## src/rtl/vga_frame_monitor_if.sv

```systemverilog
// Video input bundle observed by vga_frame_monitor: sync pair plus pixel colour.
// The source drives it through master; the monitor only listens through slave.
interface vga_frame_monitor_if #(
  parameter int RGB_W = 3
);
  logic             hsync;
  logic             vsync;
  logic [RGB_W-1:0] rgb;

  modport master (output hsync, output vsync, output rgb);
  modport slave  (input  hsync, input  vsync, input  rgb);
endinterface

```

## src/rtl/vga_frame_monitor.sv

```systemverilog
// Passive VGA frame monitor: counts samples/lines/frames, flags timing mismatches, checksums pixels.
// Optional macro MON_CSUM_EN adds the per-frame checksum; without it csum reads 0.
module vga_frame_monitor #(
  parameter int RGB_W      = 3,
  parameter int PIX_DIV    = 2,
  parameter int MAX_FRAMES = 200,
  parameter int EXP_LINE   = 320,
  parameter int EXP_LINES  = 262
) (
  input  logic                clk,
  input  logic                reset,
  vga_frame_monitor_if.slave  vga,
  output logic [15:0]         frame_cnt,
  output logic [11:0]         line_len,
  output logic [11:0]         frame_lines,
  output logic [15:0]         csum,
  output logic                frame_done,
  output logic                timing_err,
  output logic                stop
);

  localparam int              DIV_W         = (PIX_DIV > 1) ? $clog2(PIX_DIV) : 1;
  localparam logic [DIV_W-1:0] DIV_LAST     = DIV_W'(PIX_DIV - 1);
  localparam logic [11:0]     EXP_LINE_C    = 12'(EXP_LINE);
  localparam logic [11:0]     EXP_LINES_C   = 12'(EXP_LINES);
  localparam logic [15:0]     MAX_FRAMES_C  = 16'(MAX_FRAMES);

  typedef enum logic [1:0] {
    WAIT_VS = 2'd0,
    RUN     = 2'd1,
    DONE    = 2'd2
  } state_t;

  function automatic logic [11:0] sat_inc12(input logic [11:0] v);
    sat_inc12 = (v == 12'hFFF) ? v : v + 12'd1;
  endfunction

  state_t           state_r, state_nx;
  logic [DIV_W-1:0] div_r;
  logic             hs_r, hs_prev_r, vs_r, vs_prev_r;
  logic [11:0]      samp_cnt_r, samp_nx, line_cnt_r, line_nx;
  logic [11:0]      line_len_r, line_len_nx, frame_lines_r, frame_lines_nx;
  logic [15:0]      frame_cnt_r, frame_cnt_nx;
  logic             done_r, done_nx, err_r, err_nx, stop_r, stop_nx;
  logic             strobe_s, hs_fall_s, vs_rise_s, clr_s, close_s;
  logic [11:0]      samp_plus_s, line_plus_s;
  logic [15:0]      frame_inc_s;

  // Edge and strobe decode; the sample is folded in before any line latch uses it
  always_comb begin
    strobe_s    = (div_r == '0);
    hs_fall_s   = hs_prev_r & ~hs_r;
    vs_rise_s   = ~vs_prev_r & vs_r;
    samp_plus_s = (strobe_s && hs_r) ? sat_inc12(samp_cnt_r) : samp_cnt_r;
    line_plus_s = hs_fall_s ? sat_inc12(line_cnt_r) : line_cnt_r;
    frame_inc_s = frame_cnt_r + 16'd1;
  end

  // Next-state and datapath update; a coincident line end is counted into the closing frame
  always_comb begin
    state_nx       = state_r;
    samp_nx        = samp_cnt_r;
    line_nx        = line_cnt_r;
    frame_cnt_nx   = frame_cnt_r;
    line_len_nx    = line_len_r;
    frame_lines_nx = frame_lines_r;
    done_nx        = 1'b0;
    err_nx         = err_r;
    stop_nx        = stop_r;
    clr_s          = 1'b0;
    close_s        = 1'b0;
    case (state_r)
      WAIT_VS: begin
        if (vs_rise_s) begin
          samp_nx  = 12'd0;
          line_nx  = 12'd0;
          clr_s    = 1'b1;
          state_nx = RUN;
        end else begin
          state_nx = WAIT_VS;
        end
      end
      RUN: begin
        samp_nx = samp_plus_s;
        if (hs_fall_s) begin
          line_len_nx = samp_plus_s;
          samp_nx     = 12'd0;
          line_nx     = line_plus_s;
          err_nx      = err_r | (samp_plus_s != EXP_LINE_C);
        end else begin
          line_nx = line_cnt_r;
        end
        if (vs_rise_s) begin
          frame_lines_nx = line_plus_s;
          line_nx        = 12'd0;
          close_s        = 1'b1;
          frame_cnt_nx   = frame_inc_s;
          done_nx        = 1'b1;
          err_nx         = err_nx | (line_plus_s != EXP_LINES_C);
          if (frame_inc_s == MAX_FRAMES_C) begin
            state_nx = DONE;
            stop_nx  = 1'b1;
          end else begin
            state_nx = RUN;
          end
        end else begin
          state_nx = RUN;
        end
      end
      DONE: begin
        state_nx = DONE;
      end
      default: begin
        state_nx = WAIT_VS;
      end
    endcase
  end

  // State, divider, sync history and monitor registers; sync history idles high so reset never fakes an edge
  always_ff @(posedge clk) begin
    if (reset) begin
      state_r       <= WAIT_VS;
      div_r         <= '0;
      hs_r          <= 1'b1;
      hs_prev_r     <= 1'b1;
      vs_r          <= 1'b1;
      vs_prev_r     <= 1'b1;
      samp_cnt_r    <= 12'd0;
      line_cnt_r    <= 12'd0;
      frame_cnt_r   <= 16'd0;
      line_len_r    <= 12'd0;
      frame_lines_r <= 12'd0;
      done_r        <= 1'b0;
      err_r         <= 1'b0;
      stop_r        <= 1'b0;
    end else begin
      state_r       <= state_nx;
      div_r         <= (div_r == DIV_LAST) ? '0 : div_r + 1'b1;
      hs_r          <= vga.hsync;
      hs_prev_r     <= hs_r;
      vs_r          <= vga.vsync;
      vs_prev_r     <= vs_r;
      samp_cnt_r    <= samp_nx;
      line_cnt_r    <= line_nx;
      frame_cnt_r   <= frame_cnt_nx;
      line_len_r    <= line_len_nx;
      frame_lines_r <= frame_lines_nx;
      done_r        <= done_nx;
      err_r         <= err_nx;
      stop_r        <= stop_nx;
    end
  end

  assign frame_cnt   = frame_cnt_r;
  assign line_len    = line_len_r;
  assign frame_lines = frame_lines_r;
  assign frame_done  = done_r;
  assign timing_err  = err_r;
  assign stop        = stop_r;

`ifdef MON_CSUM_EN
  logic [RGB_W-1:0] rgb_r;
  logic [15:0]      acc_r, acc_nx, acc_plus_s, csum_r, csum_nx;

  // Visible-pixel accumulator; a sample landing on the closing edge belongs to the closing frame
  always_comb begin
    if (strobe_s && hs_r && vs_r) begin
      acc_plus_s = acc_r + 16'(rgb_r);
    end else begin
      acc_plus_s = acc_r;
    end
    if (clr_s || close_s) begin
      acc_nx = 16'd0;
    end else if (state_r == RUN) begin
      acc_nx = acc_plus_s;
    end else begin
      acc_nx = acc_r;
    end
    if (close_s) begin
      csum_nx = acc_plus_s;
    end else begin
      csum_nx = csum_r;
    end
  end

  // Checksum registers, pixel delayed to line up with the registered syncs
  always_ff @(posedge clk) begin
    if (reset) begin
      rgb_r  <= '0;
      acc_r  <= 16'd0;
      csum_r <= 16'd0;
    end else begin
      rgb_r  <= vga.rgb;
      acc_r  <= acc_nx;
      csum_r <= csum_nx;
    end
  end

  assign csum = csum_r;
`else
  assign csum = 16'd0;
`endif

endmodule

```

## src/flat_wrapper.sv

```systemverilog
// flat-port wrapper written by rule: the top's interface ports become plain ports
module vga_frame_monitor_flat 
#(
  parameter int RGB_W      = 3,
  parameter int PIX_DIV    = 2,
  parameter int MAX_FRAMES = 200,
  parameter int EXP_LINE   = 320,
  parameter int EXP_LINES  = 262
)
  (clk, reset, frame_cnt, line_len, frame_lines, csum, frame_done, timing_err, stop, vga_hsync, vga_vsync, vga_rgb);
  vga_frame_monitor_if #(.RGB_W(RGB_W)) vga_i ();
  input  logic clk;
  input  logic reset;
  output logic [15:0] frame_cnt;
  output logic [11:0] line_len;
  output logic [11:0] frame_lines;
  output logic [15:0] csum;
  output logic frame_done;
  output logic timing_err;
  output logic stop;
  input wire logic [$bits(vga_i.hsync)-1:0] vga_hsync;
  input wire logic [$bits(vga_i.vsync)-1:0] vga_vsync;
  input wire logic [$bits(vga_i.rgb)-1:0] vga_rgb;
  assign vga_i.hsync = vga_hsync;
  assign vga_i.vsync = vga_vsync;
  assign vga_i.rgb = vga_rgb;
  vga_frame_monitor #(.RGB_W(RGB_W), .PIX_DIV(PIX_DIV), .MAX_FRAMES(MAX_FRAMES), .EXP_LINE(EXP_LINE), .EXP_LINES(EXP_LINES)) u_core (.clk(clk), .reset(reset), .vga(vga_i), .frame_cnt(frame_cnt), .line_len(line_len), .frame_lines(frame_lines), .csum(csum), .frame_done(frame_done), .timing_err(timing_err), .stop(stop));
endmodule
```

## config.mk

```make
export PLATFORM = sky130hd
export DESIGN_NAME = vga_frame_monitor_flat
export DESIGN_NICKNAME = d
export VERILOG_FILES = /design/src/rtl/vga_frame_monitor_if.sv /design/src/rtl/vga_frame_monitor.sv /design/src/flat_wrapper.sv
export SDC_FILE = /design/constraint.sdc
export NUM_CORES = 1
export LEC_CHECK = 0
export ABC_AREA = 0
export ABC_CLOCK_PERIOD_IN_PS = 3000
export CORE_MARGIN = 5
export CORE_UTILIZATION = 40
export DETAILED_ROUTE_END_ITERATION = 10
export PLACE_DENSITY = 0.74
export SLEW_MARGIN = 0
export SYNTH_ARGS = -nofsm -noshare
export SYNTH_HDL_FRONTEND = slang
export SYNTH_SLANG_ARGS = --single-unit
```

## constraint.sdc

```tcl
create_clock -name clk -period 3 [get_ports clk]
set_clock_uncertainty 0.2 [all_clocks]
set_input_delay 0.3 -clock clk [delete_from_list [all_inputs] [get_ports clk]]
set_output_delay 0.3 -clock clk [all_outputs]
set_load 0.1 [all_outputs]
```

Word-level counts from Yosys, hierarchy flattened --
Cells that the tools add are included.
Cells by class: add/subtract/negate cells 4, equality and inequality tests 9, muxes and demuxes 18, bitwise logic cells 8, reduce and logical (&&, ||, !) cells 10
Operator list (number):
- 12-bit two-way mux | 8
- 12-bit case mux with 2 select lines | 2
- 12-bit by 1-bit adder with 12-bit output, second input constant | 2
- 12-bit equality test, second input constant | 2
- 12-bit by 9-bit inequality test with 1-bit output, second input constant | 2
- 16-bit by 1-bit adder with 16-bit output, second input constant | 1
- 16-bit by 8-bit equality test with 1-bit output, second input constant | 1
- 2-bit case mux with 3 select lines | 1
- 2-bit AND reduction | 3
- 3-bit AND reduction | 2
- 1-bit two-way mux | 5
- 2-bit two-way mux | 2
- 1-bit NOT | 4
- 2-bit OR reduction | 2
- 3-bit by 1-bit inequality test with 1-bit output, second input constant | 1
- 1-bit AND | 2
- 2-bit by 1-bit equality test with 1-bit output, second input constant | 1
- 2-bit equality test, second input constant | 1
- 2-bit zero test | 1
- 2-bit by 1-bit inequality test with 1-bit output, second input constant | 1
- 1-bit OR | 2
- 2-bit nonzero test | 1
- 1-bit adder, second input constant | 1
- 1-bit logical AND | 1
Word-level totals: register bits 74, input port bits 7, output and inout bits 59, word-level logic and storage cells 63

Logic depth before layout (Yosys ltp) --
Gate-level depths: netlist of the first run.
depth in word-level cells 9, mapped depth 9, mapped depth without buffers 7

Worst setup path after synthesis of the first run --
OpenSTA, ideal clock, no wires.
kind reg-to-reg, from reg u_core.frame_cnt_r[2] (netlist: u_core.frame_cnt[2]), to reg u_core.state_r[0], library setup time 0.132 ns, arrival 2.429 ns, data required time 2.668 ns, setup slack 0.240 ns, stages on the path, launching flop included 8, cells stage by stage dfxtp_1 clkbuf_1 nand4_1 nor2_1 nand3_1 a2111oi_0 and3_1 nor3_1
On the way: longest elaborated chain between the ends 5
Ends and longest elaborated chain:
- start: declaration | line vga_frame_monitor.sv:43 | logic [15:0] frame_cnt_r, frame_cnt_nx;
- start signal: assignment | line vga_frame_monitor.sv:145 | frame_cnt_r <= frame_cnt_nx;
- 16-bit by 1-bit adder with 16-bit output | line vga_frame_monitor.sv:56 | frame_inc_s = frame_cnt_r + 16'd1;
- 16-bit by 8-bit equality test with 1-bit output | line vga_frame_monitor.sv:100 | if (frame_inc_s == MAX_FRAMES_C) begin
- 2-bit two-way mux | line vga_frame_monitor.sv:100
- 2-bit two-way mux | line vga_frame_monitor.sv:93 | if (vs_rise_s) begin
- 2-bit case mux with 3 select lines | line vga_frame_monitor.sv:72 | case (state_r)
- end signal: assignment | line vga_frame_monitor.sv:137 | state_r <= state_nx;
- end: declaration | line vga_frame_monitor.sv:38 | state_t state_r, state_nx;
Every way passes these cells. A chain may end at the register's enable or synchronous reset.

Worst setup path in the final report of the first run --
from reg u_core.line_cnt_r[0], to reg u_core.err_r (netlist: u_core.timing_err)
On the way: longest elaborated chain between the ends 6, elaborated cells between the ends (all ways) 7, classes of those cells add/sub: 1; eq/ne: 2; mux: 3; bitwise: 1
Ends and longest elaborated chain:
- start: declaration | line vga_frame_monitor.sv:41 | logic [11:0] samp_cnt_r, samp_nx, line_cnt_r, line_nx;
- start signal: assignment | line vga_frame_monitor.sv:144 | line_cnt_r <= line_nx;
- 12-bit by 1-bit adder with 12-bit output / 12-bit equality test (equally long branches) | line vga_frame_monitor.sv:35 | sat_inc12 = (v == 12'hFFF) ? v : v + 12'd1;
- 12-bit two-way mux | line vga_frame_monitor.sv:35
- 12-bit two-way mux * | line vga_frame_monitor.sv:55 | line_plus_s = hs_fall_s ? sat_inc12(line_cnt_r) : line_cnt_r;
- 12-bit by 9-bit inequality test with 1-bit output * | line vga_frame_monitor.sv:99 | err_nx = err_nx | (line_plus_s != EXP_LINES_C);
- 1-bit OR * | line vga_frame_monitor.sv:99
- 1-bit two-way mux * | line vga_frame_monitor.sv:93
- end signal: assignment | line vga_frame_monitor.sv:149 | err_r <= err_nx;
- end: declaration | line vga_frame_monitor.sv:44 | logic done_r, done_nx, err_r, err_nx, stop_r, stop_nx;
Mark *: on every way between the ends. The rest lies on a longest branch, timed or not.

==> results.cfg, run 1 <==
[setup_path]
cp_data_arrival_time_ps = 2750
cp_num_buf_inv = 0
path_max_fanout = 7
crit_path_start = u_core.line_cnt_r[0]
timing.rr.start = u_core.line_cnt_r[0]
cp-start-kind = register
critical_path.slowest_cell = or4_4
cp_top_family = compound AO/OA/AOI/OAI gates
cp.required_ps = 3040
slowest_delay_ps = 580
path_cells = ha_1, nand2_1, or4_4, a211oi_1, o2111ai_1, o41ai_2, a21oi_1
cp-end-kind = register
critPathKind = register to register

[place]
placed_cells = 657
place_congestion = 0.8706
io_buffer_count = 46
place_hpwl_um = 6680

[sta]
worstMarginPinSlew_ps = 861.9
max_freq_mhz = 369.6
period_needed_ps = 2706
finalSetupTns_ps = 0
maxSlewViolCount = 0
maxSlewHeadroom = 0.4232
finalSetupViolCount = 0
finalHoldViolations = 0
rsz0062_at_grt = no
period_share = 0.9019

[yosys]
synth_area_mm2 = 0.004076
synth_cell_types = 57
syn_avg_cell_area_um2 = 8.024
synth-seq-cells = 74
synth_cells = 508
synth.yosys.seq_area_share = 0.3634
synth_warnings = 0
synth_edf_count = 0
ys.flop_type = dfxtp_1
synthArstFlopShare = 0

[global_routing]
grt_pass1_wl_um = 16300
overflow = 0
grt_pass1_vias = 3462
grt_max_degree = 32
grt_use_total = 0.1562
antenna_found_initial = 0

[layout]
num-fill-cells = 968
final_cell_mix = 78 x nor2_1, 74 x dfxtp_1, 53 x buf_4
final_nets = 546
num_antenna_cells = 0
final_common_cell = nor2_1
syn2layout_area_growth_pct = 14.12
final_cells = 673
layout-drive-gt1-share = 0.1611

[die]
core_area_mm2 = 0.009864
start_util = 0.4132
row_count = 36
die-area_mm2 = 0.01231
fp.dieW_um = 111.0
die-height_um = 111.0
ios = 66

[clock_network]
clock_latency_ps = 360
clk_path_buf_depth = 2
cts_setup_buffers = 0
cts_buffers = 9
post_cts_resized = 0
cts_tree = yes
clock-root-buffer = clkbuf_8
htreeDepth = 3
cts_hold_buf = 0
path_clk_slew_ps = 80
clkSinkCount = 74

[pwr]
peakVddDrop_uv = 238.0
p_leak_nw = 1.724
p_per_area_mw_per_mm2 = 439.6

[drt]
vias = 3719
drcViolationCount = 0
vias_per_cell = 5.526
drt_iter0_markers = 252
ant_nets = 0
routed_wl_um = 9552
firstDrtPassIters = 5
wl_per_cell_um = 14.19

[flow_run]
cap_violations = 0

[worst_hold_path]
min-delay-start = reset
min_path_type = input pin to register

[run_status]
status = finished clean
-- layout make-up --
type                    count  area [um^2]  area share
clock buffers              11        141.4     0.03039
well taps                 133        166.4     0.03577
repair buffers             56        422.9     0.09091
clock inverters             5        77.57     0.01668
flip-flops and latches     74         1481      0.3185
inverters                   3        11.26    0.002421
multi-input cells         391         2351      0.5054
-- worst reg2reg max path, delay by kind of cell, from the launching register on --
kind | cells | cell delay [ps]
AO/OA/AOI/OAI | 4 | 890
flip-flops | 1 | 450
adder cells (fa/ha/maj) | 1 | 270
AND/OR/NAND/NOR | 2 | 770
-- synth_stat cells, types with 3 or more instances --
cell,n,area (um^2)
o211ai_1,5,37.54
nand2b_1,11,68.82
a31oi_1,10,62.56
nand4_1,18,112.6
a21oi_1,37,185.2
clkbuf_1,31,116.4
ha_1,4,50.05
nor4_1,4,25.02
mux2i_1,6,60.06
a21o_1,5,37.54
nand4b_1,4,35.03
and4_1,8,70.07
a311oi_1,3,26.28
or2_2,4,25.02
buf_2,6,30.03
mux2_2,3,33.78
nor2b_1,3,18.77
and3_1,6,37.54
xnor2_1,13,113.9
nor3_1,15,75.07
xor2_1,19,166.4
o21ai_0,5,25.02
nand2_1,38,142.6
dfxtp_1,74,1481
nand3_1,17,85.08
buf_4,16,120.1
a211o_1,3,26.28
o31ai_1,3,22.52
o21ai_1,3,15.01
a211oi_1,10,75.07
a22oi_1,9,67.56
nor2_1,78,292.8
-- per-stage QoR --
stage / cell area (um^2) / worst slack [ps] / hold WS, ps / util / power, mW
after floorplan: 4133 / 239.6 / 203.8 / - / 1.193
after global placement: 4433 / 474.5 / 238.0 / 0.4494 / 1.201
after detailed placement: 4433 / 332.9 / 245.5 / 0.4494 / 1.203
after CTS: 4652 / 324.2 / 117.1 / 0.4716 / 2.065
after global routing: 4652 / 151.4 / 127.0 / 0.4716 / 2.116
final: 4652 / 294.3 / 115.0 / 0.4716 / 2.045
-- registers in the layout (all words and copies together), names as in the netlist --
signal              flops
u_core.frame_cnt       16
u_core.frame_lines     12
u_core.line_cnt_r      12
u_core.line_len        12
u_core.samp_cnt_r      12
u_core.state_r          2
u_core.div_r            1
u_core.frame_done       1
u_core.hs_prev_r        1
u_core.hs_r             1
u_core.stop             1
u_core.timing_err       1
u_core.vs_prev_r        1
u_core.vs_r             1
-- power by group --
group          switching [mW]  internal [mW]  total (mW)
clock network           0.376          0.488       0.864
logic                   0.157         0.0278       0.184
registers             0.00734          0.989       0.996
total                   0.540           1.51        2.04
-- final timing paths --
check / cells past startpoint / end / slack [ps]
worst min-delay path: 2 / u_core.div_r / 110
worst min register to register: 2 / u_core.stop / 260
worst max-delay path: 7 / u_core.timing_err / 290
worst max register to register: 7 / u_core.timing_err / 290
-- cells by family after synthesis --
family	share of synthesized area
xor gates and xnor gates	0.06875
DFF	0.3634
and+or+nand+nor	0.2762
other	0.0009199
muxes	0.02302
buffers and inverters	0.07367
adders and majority gates	0.01228
AOI/OAI and AO/OA	0.1817
-- metal layers --
metal,track usage,vias up,part of all wire
li1,-,1839,-
met1,0.1954,1748,0.45
met2,0.2524,110,0.47
met3,0.03275,22,0.052
met4,0.08128,0,0.024
met5,0,-,0
Note: power is estimated with default switching activity, not from simulation.
==> inputs of run 2 (changes only) <==
==> constraint.sdc (replaced) <==
create_clock -name clk -period 3 [get_ports clk]
set_clock_uncertainty 0.2 [all_clocks]
set_input_delay 0.6 -clock clk [delete_from_list [all_inputs] [get_ports clk]]
set_output_delay 0.6 -clock clk [all_outputs]
set_load 0.1 [all_outputs]
==> run 2 against run 1 <==
Effect of this change: sequential cell count stayed put; routed wire length hardly changed; clock power is 20% lower; worst setup slack better by 68 ps; critical path type unchanged.
==> results.cfg, run 2 (same netlist as run 1, synthesis figures left out) <==
[setup_path]
path_max_fanout = 7
cp.required_ps = 3010
cp_top_family = simple AND/OR/NAND/NOR gates
cp-start-kind = register
r2r_slack_ps = 360
reg2reg_depth = 7
cp-end-kind = register
crit_cells = 7
critPathCapture = u_core.timing_err
cp_data_arrival_time_ps = 2640
path_cells = ha_1, nand2_1, or4_4, a211oi_1, o2111ai_1, o41ai_2, a21oi_1
slowest_delay_ps = 580
critical_path.slowest_cell = or4_4
crit_path_start = u_core.line_cnt_r[0]
timing.rr.start = u_core.line_cnt_r[0]
critPathKind = register to register
cp_num_buf_inv = 0
r2r-end = u_core.timing_err

[clock_network]
cts_tree = yes
cts_hold_buf = 0
clkSinkCount = 74
cts_buffers = 9
clock_latency_ps = 360
htreeDepth = 3
cts_setup_buffers = 0
post_cts_resized = 0
clk_path_buf_depth = 2
path_clk_slew_ps = 80
clock-root-buffer = clkbuf_8

[place]
place_hpwl_um = 6775
place_congestion = 0.8705
dp_slack_ps = 388.3
io_buffer_count = 46
placed_cells = 658

[sta]
period_needed_ps = 2638
finalSetupTns_ps = 0
worstMarginPinSlew_ps = 825.9
rsz0062_at_grt = no
holdWs_ps = 258.0
layout_setup_ws_ps = 361.9
period_share = 0.8794
finalSetupViolCount = 0
max_freq_mhz = 379.1
finalHoldViolations = 0
maxSlewHeadroom = 0.4494
maxSlewViolCount = 0

[drt]
wl_per_cell_um = 14.20
ant_nets = 0
drt_iter0_markers = 240
routed_wl_um = 9559
vias = 3668
vias_per_cell = 5.450
firstDrtPassIters = 5
drcViolationCount = 0

[die]
die-area_mm2 = 0.01231
core_area_mm2 = 0.009864
row_count = 36
fp.dieW_um = 111.0
ios = 66
die-height_um = 111.0
start_util = 0.4132

[layout]
final_common_cell = nor2_1
final_nets = 547
num_antenna_cells = 0
syn2layout_area_growth_pct = 13.08
layout-drive-gt1-share = 0.1630
largest_register_ffs = 16
final_cells = 673
final_cell_mix = 78 x nor2_1, 74 x dfxtp_1, 54 x buf_4

[worst_hold_path]
min-delay-start = u_core.stop
min_path_type = register to register

[global_routing]
grt_pass1_vias = 3353
grt_pass1_wl_um = 16290
overflow = 0
antenna_found_initial = 0
grt_max_degree = 48
grt_use_total = 0.1573

[pwr]
p_leak_nw = 1.707
peakVddDrop_uv = 185.3
power_mw = 1.871
p_per_area_mw_per_mm2 = 405.9

[run_status]
status = finished clean

[flow_run]
cap_violations = 0
## run 2: changes by cell type in the layout (fill, tap and decap cells not counted), sizes merged
cell	delta
bufinv	-2
clkinv	+2
buf	+1
clkbuf	-1
## run 2: layout make-up
type / instances / area [um^2]
Timing Repair Buffer: 57 / 430.4
Sequential cell: 74 / 1481
Clock buffer: 10 / 137.6
Fill cell: 962 / 5255
Multi-Input combinational cell: 391 / 2351
Tap cell: 133 / 166.4
Inverter: 3 / 11.26
Clock inverter: 5 / 31.28
## run 2: power by group
group          internal [mW]  leakage, nW  total [mW]  switching [mW]
Combinational         0.0281         1.02       0.185           0.156
Clock                  0.315       0.0879       0.690           0.375
Sequential             0.989        0.597       0.997         0.00760
Total                   1.33         1.71        1.87           0.539
## run 2: how the worst min path moves through the flow
stage / endpoint / cells past startpoint / slack (ps)
after floorplan: u_core.div_r / 1 / 230
after global placement: u_core.stop / 2 / 240
after detailed placement: u_core.stop / 2 / 250
after CTS: u_core.stop / 2 / 260
after global routing: u_core.frame_lines[11] / 2 / 290
final: u_core.stop / 2 / 260
## run 2: tightest hold or removal path: stages, from the launching register on
cell	delay, ps
dfxtp_1	320
inv_1	50
a21oi_1	50
## run 2: layer usage
| layer | wire, um | up-vias | global-route usage |
|---|---|---|---|
| li1 | - | 1839 | - |
| met1 | 4378 | 1701 | 0.2069 |
| met2 | 4479 | 112 | 0.2443 |
| met3 | 480 | 16 | 0.03275 |
| met4 | 221 | 0 | 0.07718 |
| met5 | 0 | - | 0 |
## run 2: per-stage QoR
stage | utilization | cell area [um^2]
floorplan | - | 4133
global placement | 0.4502 | 4441
detailed placement | 0.4502 | 4441
CTS | 0.4673 | 4609
global route | 0.4673 | 4609
finish | 0.4673 | 4609
